$ cat src/rtl/minmax_tracker_if.sv
// Bundles the frame control, sample stream and result handshake of the
// extremum tracker so the tracker and its driver share one connection point.
interface minmax_tracker_if #(
    parameter int W     = 32,
    parameter int CNT_W = 16
);

    logic             start;
    logic [CNT_W-1:0] len;
    logic             signed_mode;

    logic             in_valid;
    logic             in_ready;
    logic [W-1:0]     in_data;

    logic             out_valid;
    logic             out_ready;
    logic [W-1:0]     min;
    logic [W-1:0]     max;
    logic [CNT_W-1:0] min_idx;
    logic [CNT_W-1:0] max_idx;

    logic             busy;

    // Producer/consumer side: issues frames, supplies samples, takes results.
    modport master (
        output start,
        output len,
        output signed_mode,
        output in_valid,
        output in_data,
        output out_ready,
        input  in_ready,
        input  out_valid,
        input  min,
        input  max,
        input  min_idx,
        input  max_idx,
        input  busy
    );

    // Tracker side: accepts frames and samples, presents results.
    modport slave (
        input  start,
        input  len,
        input  signed_mode,
        input  in_valid,
        input  in_data,
        input  out_ready,
        output in_ready,
        output out_valid,
        output min,
        output max,
        output min_idx,
        output max_idx,
        output busy
    );

endinterface

$ cat src/rtl/minmax_tracker.sv
// Streaming extremum tracker: walks a frame of samples and keeps the running
// minimum and maximum together with the index of the first occurrence of
// each, using signed or unsigned ordering chosen when the frame starts.
module minmax_tracker #(
    parameter int W     = 32,
    parameter int CNT_W = 16
) (
    input  logic             clk,
    input  logic             rst,
    minmax_tracker_if.slave  bus
);

    typedef enum logic [1:0] {
        IDLE  = 2'd0,
        ACCUM = 2'd1,
        DONE  = 2'd2
    } state_t;

    state_t           state_q, state_d;
    logic [CNT_W-1:0] len_q, len_d;
    logic             signed_q, signed_d;
    logic [CNT_W-1:0] cnt_q, cnt_d;
    logic [W-1:0]     min_q, min_d;
    logic [W-1:0]     max_q, max_d;
    logic [CNT_W-1:0] min_idx_q, min_idx_d;
    logic [CNT_W-1:0] max_idx_q, max_idx_d;

    logic             accept;
    logic             last_sample;
    logic [W-1:0]     key_data;
    logic [W-1:0]     key_min;
    logic [W-1:0]     key_max;
    logic             data_lt_min;
    logic             data_gt_max;

    // A sample is consumed only while accumulating; the last one is the
    // sample whose index equals len-1, so the counter never needs to wrap.
    assign accept      = (state_q == ACCUM) && bus.in_valid;
    assign last_sample = (cnt_q == (len_q - CNT_W'(1)));

    // Ordering keys: flipping the MSB maps two's-complement order onto
    // unsigned order, so one magnitude comparator serves both modes.
    always_comb begin
        key_data = bus.in_data;
        key_min  = min_q;
        key_max  = max_q;
        if (signed_q) begin
            key_data[W-1] = ~bus.in_data[W-1];
            key_min[W-1]  = ~min_q[W-1];
            key_max[W-1]  = ~max_q[W-1];
        end
        data_lt_min = (key_data < key_min);
        data_gt_max = (key_data > key_max);
    end

    // Next-state and datapath update; strict comparisons keep the earliest
    // index on ties, and results stay untouched until a new sample lands.
    always_comb begin
        state_d   = state_q;
        len_d     = len_q;
        signed_d  = signed_q;
        cnt_d     = cnt_q;
        min_d     = min_q;
        max_d     = max_q;
        min_idx_d = min_idx_q;
        max_idx_d = max_idx_q;

        unique case (state_q)
            IDLE: begin
                if (bus.start) begin
                    len_d    = bus.len;
                    signed_d = bus.signed_mode;
                    cnt_d    = '0;
                    if (bus.len == '0) begin
                        state_d   = DONE;
                        min_d     = '0;
                        max_d     = '0;
                        min_idx_d = '0;
                        max_idx_d = '0;
                    end else begin
                        state_d = ACCUM;
                    end
                end
            end

            ACCUM: begin
                if (accept) begin
                    cnt_d = cnt_q + CNT_W'(1);
                    if (cnt_q == '0) begin
                        min_d     = bus.in_data;
                        max_d     = bus.in_data;
                        min_idx_d = '0;
                        max_idx_d = '0;
                    end else begin
                        if (data_lt_min) begin
                            min_d     = bus.in_data;
                            min_idx_d = cnt_q;
                        end
                        if (data_gt_max) begin
                            max_d     = bus.in_data;
                            max_idx_d = cnt_q;
                        end
                    end
                    if (last_sample) begin
                        state_d = DONE;
                    end
                end
            end

            DONE: begin
                if (bus.out_ready) begin
                    state_d = IDLE;
                end
            end

            default: begin
                state_d = IDLE;
            end
        endcase
    end

    // State and datapath registers; reset abandons any frame in flight.
    always_ff @(posedge clk or posedge rst) begin
        if (rst) begin
            state_q   <= IDLE;
            len_q     <= '0;
            signed_q  <= 1'b0;
            cnt_q     <= '0;
            min_q     <= '0;
            max_q     <= '0;
            min_idx_q <= '0;
            max_idx_q <= '0;
        end else begin
            state_q   <= state_d;
            len_q     <= len_d;
            signed_q  <= signed_d;
            cnt_q     <= cnt_d;
            min_q     <= min_d;
            max_q     <= max_d;
            min_idx_q <= min_idx_d;
            max_idx_q <= max_idx_d;
        end
    end

    // Handshake flags are pure decodes of the registered state.
    assign bus.in_ready  = (state_q == ACCUM);
    assign bus.out_valid = (state_q == DONE);
    assign bus.busy      = (state_q != IDLE);
    assign bus.min       = min_q;
    assign bus.max       = max_q;
    assign bus.min_idx   = min_idx_q;
    assign bus.max_idx   = max_idx_q;

endmodule

$ cat src/flat_wrapper.sv
// flat-port wrapper written by rule: the top's interface ports become plain ports
module minmax_tracker_flat 
#(
    parameter int W     = 32,
    parameter int CNT_W = 16
)
  (clk, rst, bus_start, bus_len, bus_signed_mode, bus_in_valid, bus_in_data, bus_out_ready, bus_in_ready, bus_out_valid, bus_min, bus_max, bus_min_idx, bus_max_idx, bus_busy);
  minmax_tracker_if #(.W(W), .CNT_W(CNT_W)) bus_i ();
  input  logic clk;
  input  logic rst;
  input wire logic [$bits(bus_i.start)-1:0] bus_start;
  input wire logic [$bits(bus_i.len)-1:0] bus_len;
  input wire logic [$bits(bus_i.signed_mode)-1:0] bus_signed_mode;
  input wire logic [$bits(bus_i.in_valid)-1:0] bus_in_valid;
  input wire logic [$bits(bus_i.in_data)-1:0] bus_in_data;
  input wire logic [$bits(bus_i.out_ready)-1:0] bus_out_ready;
  output wire logic [$bits(bus_i.in_ready)-1:0] bus_in_ready;
  output wire logic [$bits(bus_i.out_valid)-1:0] bus_out_valid;
  output wire logic [$bits(bus_i.min)-1:0] bus_min;
  output wire logic [$bits(bus_i.max)-1:0] bus_max;
  output wire logic [$bits(bus_i.min_idx)-1:0] bus_min_idx;
  output wire logic [$bits(bus_i.max_idx)-1:0] bus_max_idx;
  output wire logic [$bits(bus_i.busy)-1:0] bus_busy;
  assign bus_i.start = bus_start;
  assign bus_i.len = bus_len;
  assign bus_i.signed_mode = bus_signed_mode;
  assign bus_i.in_valid = bus_in_valid;
  assign bus_i.in_data = bus_in_data;
  assign bus_i.out_ready = bus_out_ready;
  assign bus_in_ready = bus_i.in_ready;
  assign bus_out_valid = bus_i.out_valid;
  assign bus_min = bus_i.min;
  assign bus_max = bus_i.max;
  assign bus_min_idx = bus_i.min_idx;
  assign bus_max_idx = bus_i.max_idx;
  assign bus_busy = bus_i.busy;
  minmax_tracker #(.W(W), .CNT_W(CNT_W)) u_core (.clk(clk), .rst(rst), .bus(bus_i));
endmodule
$ cat config.mk
export PLATFORM = sky130hd
export DESIGN_NAME = minmax_tracker_flat
export DESIGN_NICKNAME = d
export VERILOG_FILES = /design/src/rtl/minmax_tracker_if.sv /design/src/rtl/minmax_tracker.sv /design/src/flat_wrapper.sv
export SDC_FILE = /design/constraint.sdc
export NUM_CORES = 1
export LEC_CHECK = 0
export BUFFER_PORTS_ARGS = -buffer_cell sky130_fd_sc_hd__buf_2
export CORE_MARGIN = 2
export CORE_UTILIZATION = 40
export DETAILED_ROUTE_END_ITERATION = 16
export GPL_TIMING_DRIVEN = 0
export SYNTH_ARGS = -nofsm -noshare
export SYNTH_HDL_FRONTEND = slang
export SYNTH_SLANG_ARGS = --single-unit
export TNS_END_PERCENT = 50
$ cat constraint.sdc
create_clock -name clk -period 7.4 [get_ports clk]
set_input_delay 1.85 -clock clk [delete_from_list [all_inputs] [get_ports clk]]
set_output_delay 1.85 -clock clk [all_outputs]
set_load 0.02 [all_outputs]
==> results of run 1 <==
==> layer usage <==
metal	GRT usage (%)	wire [µm]	share of wire (%)	vias up
met3	3.97	1310	5.1	28
met2	38.9	12400	48	208
met4	7.31	449	1.8	0
li1	-	-	-	3688
met5	0	0	0	-
met1	30.9	11400	45	3688
==> cells in the mapped netlist, drive strengths merged, types with 2 or more instances <==
cell / number
a32oi: 49
o31ai: 23
a21o: 3
nor4: 44
nand2: 92
a21oi: 30
o21ai: 43
and3b: 2
a2111oi: 3
nor3b: 2
o21a: 3
xor2: 14
ha: 64
buf: 20
or4: 5
nand2b: 4
o211ai: 7
nor3: 9
nand4b: 3
xnor2: 16
mux2: 42
and3: 7
clkbuf: 46
mux2i: 23
nand3: 9
a22o: 3
and4: 5
dfrtp: 131
or3: 8
a21boi: 3
nand4: 15
or2: 3
inv: 77
o22ai: 3
nor4b: 18
a31oi: 3
a221oi: 4
nor2b: 5
nor2: 27
and2: 28
==> metrics by stage <==
stage / area (µm²) / hold WS (ns)
after global placement: 9650 / 0.487
after floorplan: 8550 / 0.502
after CTS: 10300 / 0.510
final: 10300 / 0.510
after detailed placement: 9680 / 0.495
after global routing: 10300 / 0.526
==> state kept, by name, summed over array words and instances, names as in the netlist <==
| name | count |
|---|---|
| u_core.bus.max | 32 |
| u_core.signed_q | 1 |
| u_core.cnt_q | 16 |
| u_core.bus.min_idx | 16 |
| u_core.bus.min | 32 |
| u_core.len_q | 16 |
| u_core.state_q | 2 |
| u_core.bus.max_idx | 16 |
==> critical path, stage by stage <==
cell       delay, ns
buf_2           0.11
nor4_1          0.43
nand4_1         0.30
a21boi_1        0.49
o2111ai_1       0.39
o21ai_2         0.60
buf_6           0.28
mux2_1          0.34
==> path summary, 6_finish.rpt <==
check / startpoint / to / slack (ns) / depth (start not counted)
max: bus_len[1] / u_core.bus.min[0] / 2.91 / 8
min: u_core.bus.min[9] / u_core.bus.min[9] / 0.51 / 1
max reg2reg: u_core.cnt_q[0] / u_core.bus.max_idx[6] / 4.24 / 10
min reg2reg: u_core.bus.min[9] / u_core.bus.min[9] / 0.51 / 1
max in group asynchronous: rst / u_core.bus.max[3] / 5.08 / 3
min in group asynchronous: rst / u_core.bus.min_idx[6] / 1.54 / 2
==> layout by cell type (no fill, tap or decap), drive strengths merged, types with 4 or more instances in the layout <==
master / n
a21oi: 30
a221oi: 4
a32oi: 49
and2: 28
and3: 7
and4: 5
buf: 172
bufinv: 4
clkbuf: 69
clkinv: 4
dfrtp: 131
ha: 64
inv: 77
mux2: 42
mux2i: 23
nand2: 92
nand2b: 4
nand3: 9
nand4: 15
nor2: 27
nor2b: 5
nor3: 9
nor4: 44
nor4b: 18
o211ai: 7
o21ai: 43
o31ai: 23
or3: 8
or4: 5
xnor2: 16
xor2: 14
==> cell type report <==
| type | instances | area (µm²) | area share [%] |
|---|---|---|---|
| plain buffers | 66 | 317 | 3.07 |
| multi-input cells | 633 | 4670 | 45.3 |
| repair buffers | 152 | 783 | 7.60 |
| clock buffers | 23 | 478 | 4.63 |
| well taps | 275 | 344 | 3.34 |
| inverters | 77 | 294 | 2.85 |
| clock inverters | 9 | 151 | 1.47 |
| flip-flops and latches | 131 | 3280 | 31.8 |
==> logic make-up after synthesis <==
| kind of cell | count (synthesis) |
|---|---|
| compound gates | 186 |
| simple gates | 288 |
| flops | 131 |
| fa+ha+maj | 64 |
| xor+xnor | 30 |
| buf+inv | 143 |
| mux | 65 |
==> power breakdown <==
group	internal (mW)	total [mW]	leakage (nW)	switching (mW)
sequential	0.984	1.24	1.65	0.260
clock	0.589	0.914	0.307	0.325
combinational	0.794	2.02	2.79	1.23
total	2.37	4.18	4.74	1.81
==> metrics.md, run 1 <==
| Metric | Value |
|---|---|
| Vias in the first global route | 7392 |
| CP Class | in2reg |
| Tot GR Track Use | 23.3% |
| Layout cells sized above 1 | 20.8% |
| GP Congestion | 0.827 |
| Port Buffers | 151 |
| CTS max path bufs | 2 |
| Ant diodes | 0 |
| Top cells by area, synth | dfrtp_1 (38%), ha_1 (9.4%), a32oi_1 (5.0%), nand2_1 (4.0%), inv_1 (3.4%) |
| Post-CTS Hold Buffers | 0 |
| Setup slack at placement | 2.50 ns |
| CTS Sinks | 131 |
| Prevailing post-synth register cell | dfrtp_1 |
| Clock transition at the registers of the reported paths | 0.06 ns |
| Syn Area/Cell | 9.43 µm² |
| Setup_tns | 0 ns |
| Number of remaining DRC errors | 0 |
| Die Width | 150 µm |
| Critical Path AT | 4.80 ns |
| DRT Wirelength | 25500 µm |
| Final setup margin | 2.91 ns |
| Async SR Flop Fraction | 100% |
| Fmax | 223 MHz |
| Worst clock skew | 0.00738 ns |
| GR Overflow Total | 0 |
| Postcts setup bufs | 0 |
| Crit start category | input port |
| Ports | 153 |
| Resized cells post-CTS | 0 |
| Peak supply drop | 174 µV |
| Die height | 150 µm |
| Leakage power | 4.74 nW |
| # rows | 53 |
| DP Cell Count | 1334 |
| Power Density | 405 nW/µm² |
| H-tree Lvls | 4 |
| HPWL after detailed placement | 19200 µm |
| Simple-Gate Fraction of Synth Area | 18.6% |
| Result of the run | complete, no violations |
| WL/cell | 18.6 µm |
| Synth Instances | 907 |
| Slew @ Worst Pin | 0.827 ns |
| Layout area overhead | 20.6% |
| Initial DRC Count | 395 |
| Post-synth EDFFs | 0 |
| Hold crit path type | reg2reg |
| CTS tree | built |
| Sequential-to-total area share from yosys stat | 38.3% |
| Tcrit/Tclk final | 60.7% |
| Clock root buffer | clkbuf_16 |
| Post-route minimum period | 4.49 ns |
| Clk Latency, worst-skew pair | 0.43 ns |
| Initial core utilization | 40.7% |
| CTS buffer count | 17 |
| Endpoints failing hold | 0 |
| Netlist cell types | 64 |
| Initial antenna violation count | 0 |
| Slew Limit Headroom | 44.1% |
| Overall Power | 4.18 mW |
| RSZ-0062 raised after global routing | no |
| Core ar. | 21000 µm² |
| 1st-pass router iterations | 4 |
| Crit end category | register |
| Largest family of logic cells by synthesized area | simple AND/OR/NAND/NOR gates |
| Nets | 1196 |
| First-pass GRT wire length | 40500 µm |
| Final setup viols | 0 |
| Synth Area in Compound Gates | 15.1% |
| Crit path max fanout | 10 |
| Post-DR vias/cell | 5.57 |
| Die area | 22600 µm² |
| Synth warn | 0 |
| # fillers | 2038 |
| Yosys reg bits | 131 |
| Syn Nets | 1025 |
| Pin count of the biggest net entering global routing | 71 |
| Slew Limit Fails | 0 |
| Required @ worst endpoint | 7.71 ns |
| Post-synth top area share | 38.3% |
| Post-Synth Adder-Cell Area | 9.36% |
| Post-Syn Area | 8550 µm² |
| Most area-hungry cell type in the Yosys netlist | dfrtp_1 |
| Max Cap Viol | 0 |
| Post-synthesis mux area share | 8.22% |
| Via count | 7612 |
| Non-filler instance count after layout | 1366 |
| Util after Layout | 49.1% |
| DRT antenna net count | 0 |
| Synth Area in XOR/XNOR | 3.25% |
Note: power is estimated with default switching activity, not from simulation.
==> inputs of run 2 (changes only) <==
==> constraint.sdc (replaced) <==
create_clock -name clk -period 4.4 [get_ports clk]
set_input_delay 1.1 -clock clk [delete_from_list [all_inputs] [get_ports clk]]
set_output_delay 1.1 -clock clk [all_outputs]
set_load 0.02 [all_outputs]
==> metrics.md, run 2 (synthesis gave the netlist of run 1 again) <==
| Metric | Value |
|---|---|
| Fmax | 276 MHz |
| Ports | 153 (unchanged) |
| Power Density | 681 nW/µm² (was 405 nW/µm²) |
| Slew Limit Fails | 0 (unchanged) |
| HPWL after detailed placement | 19600 µm (was 19200 µm) |
| Clk Latency, worst-skew pair | 0.43 ns (about the same) |
| Setup_tns | 0 ns (unchanged) |
| CTS buffer count | 17 (unchanged) |
| First-pass GRT wire length | 40000 µm (was 40500 µm) |
| H-tree Lvls | 4 (unchanged) |
| Fin area | 10400 µm² (was 10300 µm²) |
| CP Class | in2reg (unchanged) |
| RSZ-0062 raised after global routing | no (unchanged) |
| Die area | 22600 µm² (unchanged) |
| CTS Sinks | 131 (unchanged) |
| Most common cell after layout, fill and taps aside | buf_2 (unchanged) |
| Crit start category | input port (unchanged) |
| Reg2Reg Setup Slack | 1.27 ns (was 4.24 ns) |
| Slew @ Worst Pin | 0.891 ns (was 0.827 ns) |
| CTS tree | built (unchanged) |
| Die Width | 150 µm (unchanged) |
| WL/cell | 18.5 µm (was 18.6 µm) |
| DRT Wirelength | 25300 µm (was 25500 µm) |
| Post-route minimum period | 3.62 ns |
| Port Buffers | 151 (unchanged) |
| Endpoints failing hold | 0 (unchanged) |
| # fillers | 2011 (was 2038) |
| Clock transition at the registers of the reported paths | 0.06 ns (about the same) |
| Layout area overhead | 21.2% (was 20.6%) |
| GP Congestion | 0.827 (about the same) |
| Resized cells post-CTS | 0 (unchanged) |
| 1st-pass router iterations | 8 (was 4) |
| Worst setup path startpoint | bus_len[1] (unchanged) |
| Die height | 150 µm (unchanged) |
| Critical Path AT | 3.92 ns (was 4.80 ns) |
| Core ar. | 21000 µm² (unchanged) |
| Ant diodes | 0 (unchanged) |
| Vias in the first global route | 7308 (was 7392) |
| Final setup margin | 0.783 ns (was 2.91 ns) |
| Hold crit path type | reg2reg (unchanged) |
| Required @ worst endpoint | 4.70 ns (was 7.71 ns) |
| Overall Power | 7.06 mW (was 4.18 mW) |
| Max Cap Viol | 0 (unchanged) |
| DRT antenna net count | 0 (unchanged) |
| Commonest cells after routing, fill and taps aside | buf_2 (160), dfrtp_1 (131), nand2_1 (92) (unchanged) |
| Crit path max fanout | 10 (unchanged) |
| Peak supply drop | 300 µV (was 174 µV) |
| Post-DR vias/cell | 5.55 (was 5.57) |
| GR Overflow Total | 0 (unchanged) |
| Slew Limit Headroom | 40.6% (was 44.1%) |
| Leakage power | 4.77 nW (was 4.74 nW) |
| CTS max path bufs | 2 (unchanged) |
| Clock root buffer | clkbuf_16 (unchanged) |
| Final setup viols | 0 (unchanged) |
| Initial antenna violation count | 0 (unchanged) |
| Nets | 1198 (was 1196) |
| CP endpoint | u_core.bus.min[2] (was u_core.bus.min[0]) |
| Pin count of the biggest net entering global routing | 40 (was 71) |
| Post-CTS Hold Buffers | 0 (unchanged) |
| Setup slack at placement | 0.332 ns (was 2.50 ns) |
| Tcrit/Tclk final | 82.2% |
| Result of the run | complete, no violations (unchanged) |
| Layout cells sized above 1 | 21.1% (was 20.8%) |
| Postcts setup bufs | 0 (unchanged) |
| # rows | 53 (unchanged) |
| Via count | 7591 (was 7612) |
| Worst clock skew | 0.0133 ns (was 0.00738 ns) |
| Crit end category | register (unchanged) |
| Worst Reg2Reg Path Length in Cells | 10 (unchanged) |
| Number of remaining DRC errors | 0 (unchanged) |
| Tot GR Track Use | 22.9% (was 23.3%) |
| Reg2reg end | u_core.bus.max_idx[5] (was u_core.bus.max_idx[6]) |
| Worst reg2reg startpoint | u_core.cnt_q[0] (unchanged) |
| Initial DRC Count | 476 (was 395) |
| Initial core utilization | 40.7% (unchanged) |
| Placed cell areas | 9710 µm² (was 9680 µm²) |
-- run 2: how the worst min path moves through the flow --
stage / slack (ns) / end / from / cells after the start
floorplan: 0.50 / u_core.len_q[15] / u_core.len_q[15] / 1
global placement: 0.49 / u_core.bus.max_idx[3] / u_core.bus.max_idx[3] / 2
detailed placement: 0.49 / u_core.bus.max_idx[3] / u_core.bus.max_idx[3] / 2
CTS: 0.51 / u_core.bus.max_idx[3] / u_core.bus.max_idx[3] / 2
global route: 0.53 / u_core.bus.min[11] / u_core.bus.min[11] / 1
finish: 0.50 / u_core.bus.min_idx[13] / u_core.bus.min_idx[13] / 1
-- run 2: final cells by class --
type	instances	area [µm²]	area share (%)
flip-flops and latches	131	3280	31.6
clock buffers	19	443	4.27
inverters	77	293	2.82
well taps	275	344	3.32
repair buffers	154	816	7.87
plain buffers	66	317	3.05
multi-input cells	633	4670	45.0
clock inverters	13	208	2.00
-- run 2: routing by layer --
metal / up-vias / routed length [µm] / GRT usage, %
met5: - / 0 / 0
met4: 0 / 542 / 7.55
met3: 35 / 1470 / 4.21
met2: 227 / 12100 / 38.0
met1: 3647 / 11200 / 30.2
li1: 3682 / - / -
-- run 2: critical path: stages --
cell,delay [ns]
buf_2,0.11
nor4_1,0.37
nand4_1,0.31
a21boi_1,0.48
o2111ai_1,0.37
o21ai_2,0.58
buf_6,0.27
mux2_1,0.33
-- run 2: power breakdown --
part | switching [mW] | internal, mW | total, mW
clock | 0.562 | 1.02 | 1.58
sequential | 0.436 | 1.65 | 2.09
combinational | 2.05 | 1.34 | 3.39
total | 3.05 | 4.01 | 7.06
-- run 2: through the flow --
step                hold WS (ns)  std cells  utilization (%)
finish                     0.503       1368             49.3
global route               0.529       1368             49.3
CTS                        0.508       1368             49.3
detailed placement         0.492       1336             46.2
global placement           0.487       1333             45.9
floorplan                  0.502        907                -
==> inputs of run 3 (changes only) <==
==> constraint.sdc (replaced) <==
create_clock -name clk -period 3.22 [get_ports clk]
set_input_delay 0.805 -clock clk [delete_from_list [all_inputs] [get_ports clk]]
set_output_delay 0.805 -clock clk [all_outputs]
set_load 0.02 [all_outputs]
==> metrics.md, run 3 (synthesis gave the netlist of run 1 again) <==
| Metric | Value |
|---|---|
| Result of the run | complete, no violations (unchanged) |
| DRT antenna net count | 0 (unchanged) |
| Post-DR vias/cell | 5.60 (was 5.55) |
| Overall Power | 9.67 mW (was 7.06 mW) |
| Worst setup path startpoint | bus_in_data[28] (was bus_len[1]) |
| Ant diodes | 0 (unchanged) |
| Layout area overhead | 21.6% (was 21.2%) |
| Clock transition at the registers of the reported paths | 0.06 ns (about the same) |
| # rows | 53 (unchanged) |
| Internal power | 5.50 mW (was 4.01 mW) |
| Fmax | 325 MHz |
| GR Overflow Total | 0 (unchanged) |
| Clk Latency, worst-skew pair | 0.43 ns (about the same) |
| Final setup margin | 0.145 ns (was 0.783 ns) |
| Clock root buffer | clkbuf_16 (unchanged) |
| Worst reg2reg startpoint | u_core.bus.max[30] (was u_core.cnt_q[0]) |
| Placed cell areas | 9710 µm² (unchanged) |
| Slew @ Worst Pin | 0.948 ns (was 0.891 ns) |
| CTS Sinks | 131 (unchanged) |
| Leakage power | 4.78 nW (was 4.77 nW) |
| Setup slack at placement | -0.553 ns (was 0.332 ns) |
| Commonest cells after routing, fill and taps aside | buf_2 (160), dfrtp_1 (131), nand2_1 (92) (unchanged) |
| HPWL after detailed placement | 19600 µm (unchanged) |
| CP Class | in2reg (unchanged) |
| Initial core utilization | 40.7% (unchanged) |
| Endpoints failing hold | 0 (unchanged) |
| CP endpoint | u_core.bus.min[15] (was u_core.bus.min[2]) |
| WL/cell | 18.5 µm (about the same) |
| Critical Path AT | 3.37 ns (was 3.92 ns) |
| Comb power frac | 48.1% (was 48.0%) |
| Ports | 153 (unchanged) |
| Power Density | 930 nW/µm² (was 681 nW/µm²) |
| Number of remaining DRC errors | 0 (unchanged) |
| Crit start category | input port (unchanged) |
| RSZ-0062 raised after global routing | no (unchanged) |
| Port Buffers | 151 (unchanged) |
| Via count | 7662 (was 7591) |
| First-pass GRT wire length | 40000 µm (about the same) |
| Core ar. | 21000 µm² (unchanged) |
| Util after Layout | 49.4% (was 49.3%) |
| Layout cells sized above 1 | 21.6% (was 21.1%) |
| CTS max path bufs | 2 (unchanged) |
| GP Congestion | 0.827 (unchanged) |
| Max Cap Viol | 0 (unchanged) |
| Worst clock skew | 0.0145 ns (was 0.0133 ns) |
| H-tree Lvls | 4 (unchanged) |
| Vias in the first global route | 7315 (was 7308) |
| Net Sw Power | 4.17 mW (was 3.05 mW) |
| Most common cell after layout, fill and taps aside | buf_2 (unchanged) |
| Part of the total power dissipated in the clock network | 22.3% (was 22.4%) |
| Sw Ratio | 43.1% (was 43.2%) |
| CTS tree | built (unchanged) |
| Reg2reg end | u_core.bus.max[3] (was u_core.bus.max_idx[5]) |
| 1st-pass router iterations | 5 (was 8) |
| Initial antenna violation count | 0 (unchanged) |
| Worst Reg2Reg Path Length in Cells | 10 (unchanged) |
| Pin count of the biggest net entering global routing | 40 (unchanged) |
| Tot GR Track Use | 22.9% (about the same) |
| Crit end category | register (unchanged) |
| CTS buffer count | 17 (unchanged) |
| Crit path max fanout | 10 (unchanged) |
| Post-route minimum period | 3.07 ns |
| Die Width | 150 µm (unchanged) |
| Required @ worst endpoint | 3.51 ns (was 4.70 ns) |
| Flop pwr share | 29.6% (about the same) |
| Initial DRC Count | 486 (was 476) |
| Tcrit/Tclk final | 95.5% |
| Peak supply drop | 408 µV (was 300 µV) |
| Slew Limit Headroom | 36.8% (was 40.6%) |
| Final setup viols | 0 (unchanged) |
| # fillers | 2011 (unchanged) |
| Hold crit path type | in2async (was reg2reg) |
| DRT Wirelength | 25400 µm (was 25300 µm) |
| Nets | 1199 (was 1198) |
| Hold Worst Slack | 0.484 ns (was 0.503 ns) |
| Reg2Reg Setup Slack | 0.21 ns (was 1.27 ns) |
| Die height | 150 µm (unchanged) |
| Fin area | 10400 µm² (about the same) |
| Slew Limit Fails | 0 (unchanged) |
| Die area | 22600 µm² (unchanged) |
-- run 3: cell count changes in the layout (fill, tap and decap cells not counted), sizes merged --
cell,previous run,this run
buf,174,175
-- run 3: critical path: stages --
cell     delay (ns)
buf_2          0.12
ha_1           0.30
and4_1         0.18
nand4_1        0.18
or4_1          0.58
a31oi_1        0.51
o21ai_4        0.15
buf_6          0.22
mux2_1         0.32
-- run 3: worst min path at each step --
stage	cells past startpoint	startpoint	slack (ns)	to
CTS	2	rst	0.50	u_core.cnt_q[0]
floorplan	1	u_core.len_q[15]	0.50	u_core.len_q[15]
finish	2	rst	0.48	u_core.bus.min_idx[6]
detailed placement	2	u_core.bus.max_idx[3]	0.49	u_core.bus.max_idx[3]
global route	1	u_core.bus.min[11]	0.53	u_core.bus.min[11]
global placement	2	u_core.bus.max_idx[3]	0.49	u_core.bus.max_idx[3]
-- run 3: stage by stage --
stage,instances,setup TNS [ns]
floorplan,907,0
global placement,1333,-54.58
detailed placement,1336,-25.60
CTS,1368,-0.0758
global route,1369,0
finish,1369,0
-- run 3: cell type report --
class | count | area [µm²] | area share [%]
Buffer | 66 | 318 | 3.06
Clock buffer | 19 | 443 | 4.26
Clock inverter | 13 | 208 | 2.00
Inverter | 77 | 293 | 2.82
Multi-Input combinational cell | 633 | 4690 | 45.1
Sequential cell | 131 | 3280 | 31.5
Tap cell | 275 | 344 | 3.31
Timing Repair Buffer | 155 | 823 | 7.92
-- run 3: what timing repair did --
action,CTS,global route
hold endpoints to repair,0,0
setup buffers,0,1
hold buffers,0,0
setup endpoints to repair,25,81
pin swaps,0,1
resized for setup,2,4
-- run 3: power by group through the flow --
stage / clock network, mW / logic (mW) / registers (mW)
6_report: 2.16 / 4.65 / 2.86
5_1_grt: 2.27 / 5.17 / 2.94
4_1_cts: 2.20 / 4.65 / 2.86
3_5_place_dp: 0 / 4.61 / 2.88
3_3_place_gp: 0 / 4.55 / 2.87
2_1_floorplan: 0 / 2.74 / 3.30
-- run 3: layer usage --
layer	part of all wire, %	track usage, %	vias up
met4	2.2	7.55	0
met2	48	38.0	243
met3	5.7	4.24	37
li1	-	-	3686
met5	0	0	-
met1	44	30.2	3696
